**config.mk**
```make
export PLATFORM = sky130hd
export DESIGN_NAME = bit_serial_alu_ctrl
export DESIGN_NICKNAME = d
export VERILOG_FILES = /design/src/rtl/bit_serial_alu_ctrl.sv
export SDC_FILE = /design/constraint.sdc
export NUM_CORES = 1
export LEC_CHECK = 0
export BUFFER_PORTS_ARGS = -buffer_cell sky130_fd_sc_hd__buf_2
export CAP_MARGIN = 40
export CORE_UTILIZATION = 40
export DETAILED_ROUTE_END_ITERATION = 7
export SLEW_MARGIN = 20
export SYNTH_ARGS = -nofsm -noshare
export SYNTH_HDL_FRONTEND = slang
export SYNTH_SLANG_ARGS = --single-unit
```
**constraint.sdc**
```tcl
create_clock -name clk -period 3 [get_ports clk]
set_input_delay 0 -clock clk [delete_from_list [all_inputs] [get_ports clk]]
set_output_delay 0 -clock clk [all_outputs]
set_load 0.05 [all_outputs]
```
**src/rtl/bit_serial_alu_ctrl.sv**
```systemverilog
// Bit-serial ALU sequencer: streams one operand bit per clock (LSB first)
// through a shared logic/arithmetic slice and reports result, carry and zero.
module bit_serial_alu_ctrl #(
  parameter int WIDTH = 8,
  parameter int CNT_W = 5
) (
  input  logic             clk,
  input  logic             rst,
  input  logic             start,
  input  logic             M,
  input  logic             s1,
  input  logic             s0,
  input  logic [WIDTH-1:0] a_in,
  input  logic [WIDTH-1:0] b_in,
  output logic             busy,
  output logic             done,
  output logic [WIDTH-1:0] result,
  output logic             cout,
  output logic             zero
);

  typedef enum logic [1:0] {IDLE, RUN, FIN} state_t;

  state_t             state_q, state_d;
  logic [WIDTH-1:0]   a_q, a_d, b_q, b_d, sr_q, sr_d, result_q, result_d;
  logic [CNT_W-1:0]   cnt_q, cnt_d;
  logic [1:0]         sel_q, sel_d;
  logic               m_q, m_d, carry_q, carry_d;
  logic               cout_q, cout_d, zero_q, zero_d, done_q, done_d;

  // Bit slice: operands are shifted right each RUN cycle, so bit k sits at [0].
  logic ai, bi, yi, f, c_next;
  assign ai = a_q[0];
  assign bi = b_q[0];

  always_comb begin
    yi     = 1'b0;
    f      = 1'b0;
    c_next = 1'b0;
    if (m_q) begin
      unique case (sel_q)
        2'b00: f = ai & bi;
        2'b01: f = ai | bi;
        2'b10: f = ai ^ bi;
        default: f = ~ai;
      endcase
    end else begin
      unique case (sel_q)
        2'b00: yi = bi;
        2'b01: yi = ~bi;
        2'b10: yi = 1'b0;
        default: yi = 1'b1;
      endcase
      f      = ai ^ yi ^ carry_q;
      c_next = (ai & yi) | (ai & carry_q) | (yi & carry_q);
    end
  end

  always_comb begin
    state_d  = state_q;
    a_d      = a_q;
    b_d      = b_q;
    m_d      = m_q;
    sel_d    = sel_q;
    carry_d  = carry_q;
    cnt_d    = cnt_q;
    sr_d     = sr_q;
    result_d = result_q;
    cout_d   = cout_q;
    zero_d   = zero_q;
    done_d   = 1'b0;
    unique case (state_q)
      IDLE: begin
        if (start) begin
          a_d     = a_in;
          b_d     = b_in;
          m_d     = M;
          sel_d   = {s1, s0};
          // SUB and INC start with carry-in 1
          carry_d = ~M & (s1 ^ s0);
          cnt_d   = '0;
          state_d = RUN;
        end
      end
      RUN: begin
        a_d     = a_q >> 1;
        b_d     = b_q >> 1;
        sr_d    = {f, sr_q[WIDTH-1:1]};
        carry_d = c_next;
        cnt_d   = cnt_q + CNT_W'(1);
        if (cnt_q == CNT_W'(WIDTH - 1)) state_d = FIN;
      end
      FIN: begin
        result_d = sr_q;
        cout_d   = ~m_q & carry_q;
        zero_d   = ~|sr_q;
        done_d   = 1'b1;
        state_d  = IDLE;
      end
      default: state_d = IDLE;
    endcase
  end

  always_ff @(posedge clk) begin
    if (rst) begin
      state_q  <= IDLE;
      a_q      <= '0;
      b_q      <= '0;
      m_q      <= 1'b0;
      sel_q    <= '0;
      carry_q  <= 1'b0;
      cnt_q    <= '0;
      sr_q     <= '0;
      result_q <= '0;
      cout_q   <= 1'b0;
      zero_q   <= 1'b0;
      done_q   <= 1'b0;
    end else begin
      state_q  <= state_d;
      a_q      <= a_d;
      b_q      <= b_d;
      m_q      <= m_d;
      sel_q    <= sel_d;
      carry_q  <= carry_d;
      cnt_q    <= cnt_d;
      sr_q     <= sr_d;
      result_q <= result_d;
      cout_q   <= cout_d;
      zero_q   <= zero_d;
      done_q   <= done_d;
    end
  end

  assign busy   = (state_q != IDLE);
  assign done   = done_q;
  assign result = result_q;
  assign cout   = cout_q;
  assign zero   = zero_q;

endmodule

```
# Word-level counts from Yosys, hierarchy flattened
# Index checks and enable logic that the tools add are counted.
# word_totals
elab_cells	63
n_memories	0
in_bits	22
rom_bits	0
mem_bits_rw	0
reg_bits	46
output_inout_bits	12
latch_bits	0
# op_classes
bitwise	17
n_div	0
n_addsub	1
n_mux	17
multipliers	0
n_eq_ne	7
shift	0
n_reduce_logical	9
order_cmp	0
# ops
op	count
case mux 8 bit (2 select lines)	2
2-to-1 mux 8 bit	2
case mux 5 bit (2 select lines)	1
OR reduction 8 bit	1
bitwise AND 1 bit	6
case mux 1 bit (3 select lines)	2
AND reduction 2 bit	3
adder 5 x 1 -> 5 bit, second input constant	1
equality test 5 x 3 -> 1 bit, second input constant	1
2-to-1 mux 1 bit	5
2-to-1 mux 5 bit	1
equality test 2 x 1 -> 1 bit, second input constant	2
equality test 2 bit, second input constant	2
logical NOT 2 bit	2
2-to-1 mux 2 bit	2
inequality test 2 bit, second input constant	2
inverter 1 bit	4
case mux 2 bit (2 select lines)	1
nonzero test 2 bit	2
bitwise XOR 1 bit	4
bitwise OR 1 bit	3
case mux 1 bit (2 select lines)	1
logical NOT 1 bit	1

# Depth between registers and ports, before layout
# Gate-level depths: netlist (run 1).
# logic_depth
ltp_word	8
mapped_depth	6

# Worst setup path after synthesis (run 1)
# No wires, ideal clock.
# synth_timing
path_kind	register -> register
startpoint	register sel_q[1]
endpoint	register sr_q[7]
t_arrival_ps	1313
n_path_buf	0
slack_ps	1586
setup_time_ps	101
stages_incl_launch_ff	6
synth_period_minus_slack_ps	1414
path_cell_list	dfxtp_1 nand2b_1 xnor2_1 fa_1 o32ai_1 o41ai_1
# synth_between
elab_chain_cells	6
word_cells_on_any_way	9
# synth_lines
element	line	rtl
from (decl)	27	logic [1:0] sel_q, sel_d;
from (signal assigned)	123	sel_q <= sel_d;
equality test 2 bit (tied with other cells)	41, 48	
case mux 1 bit (3 select lines)	48	unique case (sel_q)
2-to-1 mux 1 bit	40	if (m_q) begin
bitwise XOR 1 bit (2 in a row)	54	f = ai ^ yi ^ carry_q;
2-to-1 mux 1 bit *	40	
to (signal assigned)	126	sr_q <= sr_d;
to (decl)	25	logic [WIDTH-1:0] a_q, a_d, b_q, b_d, sr_q, sr_d, result_q, result_d;
# Every way passes the cells marked *; elsewhere a longest branch is shown, timed or not. The select of a mux whose other input is x is not followed.
# A chain may end at the register's enable or synchronous reset.

# Worst setup path after layout (run 1)
# layout_timing
startpoint	register state_q[0]
endpoint	register cnt_q[3]
# layout_between
elab_chain_cells	3
word_cells_on_any_way	6
# layout_lines
element	line	rtl
from (decl)	24	state_t state_q, state_d;
from (signal assigned)	119	state_q <= state_d;
equality test 2 x 1 -> 1 bit or logical NOT 2 bit (tied branches)	72	unique case (state_q)
nonzero test 2 bit (no source line) or inequality test 2 bit (tied branches)	--	
AND reduction 2 bit (no source line)	--	
to (signal assigned)	125	cnt_q <= cnt_d;
to (decl)	26	logic [CNT_W-1:0] cnt_q, cnt_d;
# Parallel ways exist; a longest one is shown, timed or not.

==> flow_metrics.env, run 1 <==
export IMPL_outcome="finished clean"
export IMPL_nets=309
export IMPL_start_util_pct=41.4
export IMPL_p_leak_nw=0.977
export IMPL_end_kind="flop"
export IMPL_design_area_mm2=0.00255
export IMPL_cts_tree="done"
export IMPL_postCtsSetupBuffers=0
export IMPL_finalCritPeriodShare_pct=59.2
export IMPL_htreeDepth=2
export IMPL_max_clock_path_buffers=2
export IMPL_drtPass1Iterations=5
export IMPL_ioPinCount=34
export IMPL_fmax_mhz=564
export IMPL_synthTopCellsByArea="dfxtp_1 (44%), nand2_1 (12%), a311oi_2 (7.9%)"
export IMPL_synth_area_per_cell_um2=8.60
export IMPL_area_delta_synth_final_pct=21.5
export IMPL_synth_common_cells="nand2_1 (68), dfxtp_1 (46), a21oi_1 (21), nor2_1 (21), a311oi_2 (11)"
export IMPL_drt_vias_per_instance=4.97
export IMPL_drt_iter0_drc=72
export IMPL_cp_required_ns=3.21
export IMPL_fin_worst_skew_ns=0.00745
export IMPL_wl_met3_um=122
export IMPL_ys_seq_area_share_pct=43.9
export IMPL_grt_max_degree=38
export IMPL_hold_viol_final=0
export IMPL_crit_chain="nor2b_4 -> a41oi_1 -> a311oi_2"
export IMPL_ir_worst_vdd_mv=0.263
export IMPL_fp_row_count=26
export IMPL_r2r_end="cnt_q[3]"
export IMPL_synthArstFlopShare_pct=0
export IMPL_setup_viol=0
export IMPL_dieArea_mm2=0.00554
export IMPL_dpl_hpwl_um=2600
export IMPL_tightest_slew_ns=0.799
export IMPL_cts_sinks=46
export IMPL_port_buffers=33
export IMPL_synth_cells=244
export IMPL_first_global_vias=1617
export IMPL_grt_pass1_wl_um=7020
export IMPL_reg2reg_from="state_q[0]"
export IMPL_grt_use_total_pct=16.4
export IMPL_p_per_area_mw_per_mm2=501
export IMPL_grt_remaining_overflow=0
export IMPL_drive_gt1_share_pct=20.8
export IMPL_ys_flop_type="dfxtp_1"
export IMPL_yosysTopAreaCell="dfxtp_1"
export IMPL_arrival_ns=1.99
export IMPL_rsz0062_at_grt="false"
export IMPL_min_delay_start="b_in[7]"
export IMPL_ant_nets=0
export IMPL_synth_top_area_share_pct=43.9
export IMPL_ys_ff_latch=46
export IMPL_synth_cell_types=36
export IMPL_wl_met1_um=2010
export IMPL_hp_class="input pin to flop"
export IMPL_min_path_cells=4
export IMPL_syn_cell_area_mm2=0.00210
export IMPL_path_class="flop to flop"
export IMPL_clk_pin_slew_worst_paths_ns=0.09
export IMPL_met2WireLength_um=1890
export IMPL_gp_congestion=0.770
export IMPL_slew_headroom_pct=46.7
export IMPL_path_max_fanout=29
export IMPL_wl_per_cell_um=11.5
export IMPL_reg2reg_slack_ns=1.23
export IMPL_dpl_cell_area_mm2=0.00227
export IMPL_period_minus_slack_ns=1.77
export IMPL_hold_path_end="b_q[7]"
export IMPL_dr_total_vias=1760
export IMPL_antenna_found_initial=0
export IMPL_slew_viol_final=0
export IMPL_rr_worst_depth=3
export IMPL_max_cap_violations=0
export IMPL_core_area_mm2=0.00507
export IMPL_critPathSlowestCell="nor2b_4"
export IMPL_final_core_util_pct=50.2
export IMPL_dieWidth_um=74.5
export IMPL_num_antenna_cells=0
export IMPL_wl_um=4080
export IMPL_synth_edf_count=0
export IMPL_synth_most_common_cell="nand2_1"
export IMPL_cts_root_buf="clkbuf_8"
export IMPL_critical_path_max_stage_delay_ns=0.65
export IMPL_setup_tns_ns=0
export IMPL_cts_buffers_inserted=5
export IMPL_routed_top_layer="met4"
export IMPL_yosys_warnings=0
export IMPL_fp_dieH_um=74.5
export IMPL_insertion_delay_ns=0.30
export IMPL_drc=0
export IMPL_start_kind="flop"
export IMPL_syn_num_nets=270
worst max-delay path, delay by kind of cell (launching register included):
kind / cells / cell delay, ns
flops: 1 / 0.55
compound gates: 2 / 0.49
simple gates: 1 / 0.65
final cells by class:
cell class                 instances  area, um2
fill                             511       2520
multi-input combinational        176       1050
sequential                        46        921
timing repair buffer              52        370
tap                               70       87.6
clock buffer                       5       68.8
clock inverter                     3       45.0
inverter                           2       7.51
through the flow:
| stage | instances | power [mW] | setup slack, ns | hold slack, ns |
|---|---|---|---|---|
| 3_5_place_dp | 329 | 0.815 | 1.25 | 0.268 |
| 3_3_place_gp | 327 | 0.807 | 1.16 | 0.259 |
| 6_report | 354 | 1.28 | 1.23 | 0.0641 |
| 4_1_cts | 354 | 1.30 | 1.22 | 0.0542 |
| 2_1_floorplan | 244 | 0.783 | 1.59 | 0.147 |
| 5_1_grt | 354 | 1.34 | 1.06 | 0.0838 |
power breakdown:
group	internal, mW	leakage, nW	switching (mW)
Sequential	0.637	0.376	0.0222
Combinational	0.0753	0.551	0.0810
Clock	0.248	0.0504	0.215
Total	0.960	0.977	0.318
logic make-up (layout without fill, tap and decap cells):
kind of cell,after synthesis,in the layout,synth area share (%)
adder cells (fa/ha/maj),4,4,2.74
buffers and inverters,22,62,6.14
flip-flops,46,46,43.9
XOR/XNOR,2,2,0.834
AND/OR/NAND/NOR,117,117,25.1
AO/OA/AOI/OAI,50,50,19.9
multiplexers,3,3,1.43
flip-flops by register name, indices dropped and copies added, names as in the netlist, 2 cells and up:
name,count
cnt_q,5
a_q,8
state_q,2
b_q,8
result,8
sr_q,8
sel_q,2
worst max-delay path by stage:
stage | start | endpoint | slack, ns | depth (start not counted)
final | state_q[0] | cnt_q[3] | 1.23 | 3
after global routing | state_q[0] | a_q[0] | 1.06 | 3
after global placement | state_q[1] | a_q[6] | 1.16 | 3
after detailed placement | state_q[0] | cnt_q[3] | 1.25 | 3
after CTS | state_q[0] | cnt_q[3] | 1.22 | 3
after floorplan | sel_q[1] | sr_q[7] | 1.59 | 5
layout by cell type (no fill, tap or decap), drive strengths merged, types with 2 or more instances in the layout:
cell type     n
a21oi        21
nand2b        6
a311oi       17
buf          35
or2           2
dlygate4sd3  17
clkinvlp      2
nor3b         3
xnor2         2
nor2         21
ha            3
nand3         3
a41oi         2
nor2b         5
nor4          2
nand2        68
nand3b        5
inv           2
a211oi        2
a21o          2
mux2i         3
dfxtp        46
clkbuf        5
timing repair:
| action | 4_1_cts | 5_1_grt |
|---|---|---|
| endpoints found under the hold margin | 17 | 0 |
| hold buffers | 17 | 0 |
| resized for setup | 0 | 0 |
per-layer routing:
metal	GRT usage (%)	up-vias
li1	-	910
met1	20.7	819
met2	27.3	26
met3	3.52	5
met4	6.29	0
met5	0	-
No activity file was read; power rests on OpenSTA's default activity.
==> run 2: changes to the inputs <==
==> constraint.sdc (replaced) <==
create_clock -name clk -period 1.7 [get_ports clk]
set_input_delay 0 -clock clk [delete_from_list [all_inputs] [get_ports clk]]
set_output_delay 0 -clock clk [all_outputs]
set_load 0.05 [all_outputs]
==> run 2 against run 1 <==
Effect of this change: register-to-register slack got worse by 1.0 ns; cell count rose by 2.0%; total power up 67%; sequential power up 76%; critical endpoint is now sr_q[7].
==> flow_metrics.env, run 2 (synthesized netlist as in run 1, its figures left out) <==
export IMPL_fillers=489
export IMPL_cts_tree="done"
export IMPL_fin_worst_skew_ns=0.00776
export IMPL_cp_required_ns=1.91
export IMPL_p_leak_nw=1.01
export IMPL_drtPass1Iterations=4
export IMPL_grt_use_total_pct=16.6
export IMPL_ir_worst_vdd_mv=0.480
export IMPL_fin_ws_ns=0.190
export IMPL_ioPinCount=34
export IMPL_outcome="finished clean"
export IMPL_path_max_fanout=4
export IMPL_dp_cells=336
export IMPL_gp_congestion=0.810
export IMPL_period_minus_slack_ns=1.51
export IMPL_slew_viol_final=0
export IMPL_fmax_mhz=662
export IMPL_final_core_util_pct=50.9
export IMPL_nets=316
export IMPL_slew_headroom_pct=70.7
export IMPL_layout_common_cells="nand2_1 (68), dfxtp_1 (46), buf_2 (33), a21oi_1 (21), nor2_1 (21)"
export IMPL_setup_viol=0
export IMPL_grt_max_degree=27
export IMPL_hp_class="input pin to flop"
export IMPL_cts_root_buf="clkbuf_8"
export IMPL_drive_gt1_share_pct=22.7
export IMPL_drc=0
export IMPL_postCtsHoldBufs=17
export IMPL_tightest_slew_ns=0.440
export IMPL_core_area_mm2=0.00507
export IMPL_fp_row_count=26
export IMPL_area_delta_synth_final_pct=23.1
export IMPL_antenna_found_initial=0
export IMPL_port_buffers=33
export IMPL_cts_sinks=46
export IMPL_grt_pass1_wl_um=7000
export IMPL_drt_iter0_drc=86
export IMPL_path_class="flop to flop"
export IMPL_postCtsSetupBuffers=0
export IMPL_dpl_hpwl_um=2740
export IMPL_final_common_cell="nand2_1"
export IMPL_dieArea_mm2=0.00554
export IMPL_start_kind="flop"
export IMPL_clk_pin_slew_worst_paths_ns=0.09
export IMPL_fp_dieH_um=74.5
export IMPL_wl_per_cell_um=11.8
export IMPL_insertion_delay_ns=0.30
export IMPL_p_per_area_mw_per_mm2=827
export IMPL_finalCritPeriodShare_pct=88.8
export IMPL_first_global_vias=1470
export IMPL_power_mw=2.14
export IMPL_multi_input_area_mm2=0.00105
export IMPL_rsz0062_at_grt="false"
export IMPL_hold_viol_final=0
export IMPL_dr_total_vias=1786
export IMPL_max_clock_path_buffers=2
export IMPL_grt_remaining_overflow=0
export IMPL_drt_vias_per_instance=4.95
export IMPL_setup_tns_ns=0
export IMPL_place_ws_ns=0.188
export IMPL_finalNonFillerCells=361
export IMPL_ant_nets=0
export IMPL_cts_buffers_inserted=5
export IMPL_arrival_ns=1.72
export IMPL_dieWidth_um=74.5
export IMPL_start_util_pct=41.4
export IMPL_ctsResizeCount=0
export IMPL_layout_area_seq_um2=921
export IMPL_htreeDepth=2
export IMPL_max_cap_violations=0
export IMPL_wl_um=4270
export IMPL_num_antenna_cells=0
export IMPL_end_kind="flop"
## run 2: worst paths after layout
path / startpoint / to / slack [ns] / cells after the start
worst min register to register: result[1] / result[1] / 0.45 / 2
worst max register to register: sel_q[1] / sr_q[7] / 0.19 / 5
worst max-delay path: sel_q[1] / sr_q[7] / 0.19 / 5
worst min-delay path: b_in[7] / b_q[7] / 0.07 / 4
## run 2: layer usage
metal	vias to the layer above	wire, um	global-route usage, %
li1	925	-	-
met1	824	2100	22.3
met2	29	1990	26.0
met3	8	130	3.52
met4	0	59	6.29
met5	-	0	0
## run 2: area by class of cell
type                    instances  share of cell area (%)
multi-input cells             176                    40.6
flip-flops and latches         46                    35.6
repair buffers                 59                    16.6
well taps                      70                    3.39
clock buffers                   5                    2.66
clock inverters                 3                   0.823
inverters                       2                   0.291
## run 2: per-stage QoR
stage | hold WS [ns] | cell area, um2
5_1_grt | 0.109 | 2580
2_1_floorplan | 0.147 | 2100
3_5_place_dp | 0.276 | 2320
3_3_place_gp | 0.265 | 2320
4_1_cts | 0.0688 | 2580
6_report | 0.0719 | 2580
## run 2: power by group
| part | internal, mW | switching, mW |
|---|---|---|
| sequential | 1.12 | 0.0373 |
| combinational | 0.147 | 0.152 |
| clock | 0.289 | 0.386 |
## run 2: worst max-delay path, stage by stage, from the launching register on
cell and delay [ns]:
dfxtp_1 0.34, nand2b_1 0.16, xnor2_1 0.14, fa_1 0.48
o32ai_1 0.08, o41ai_1 0.22
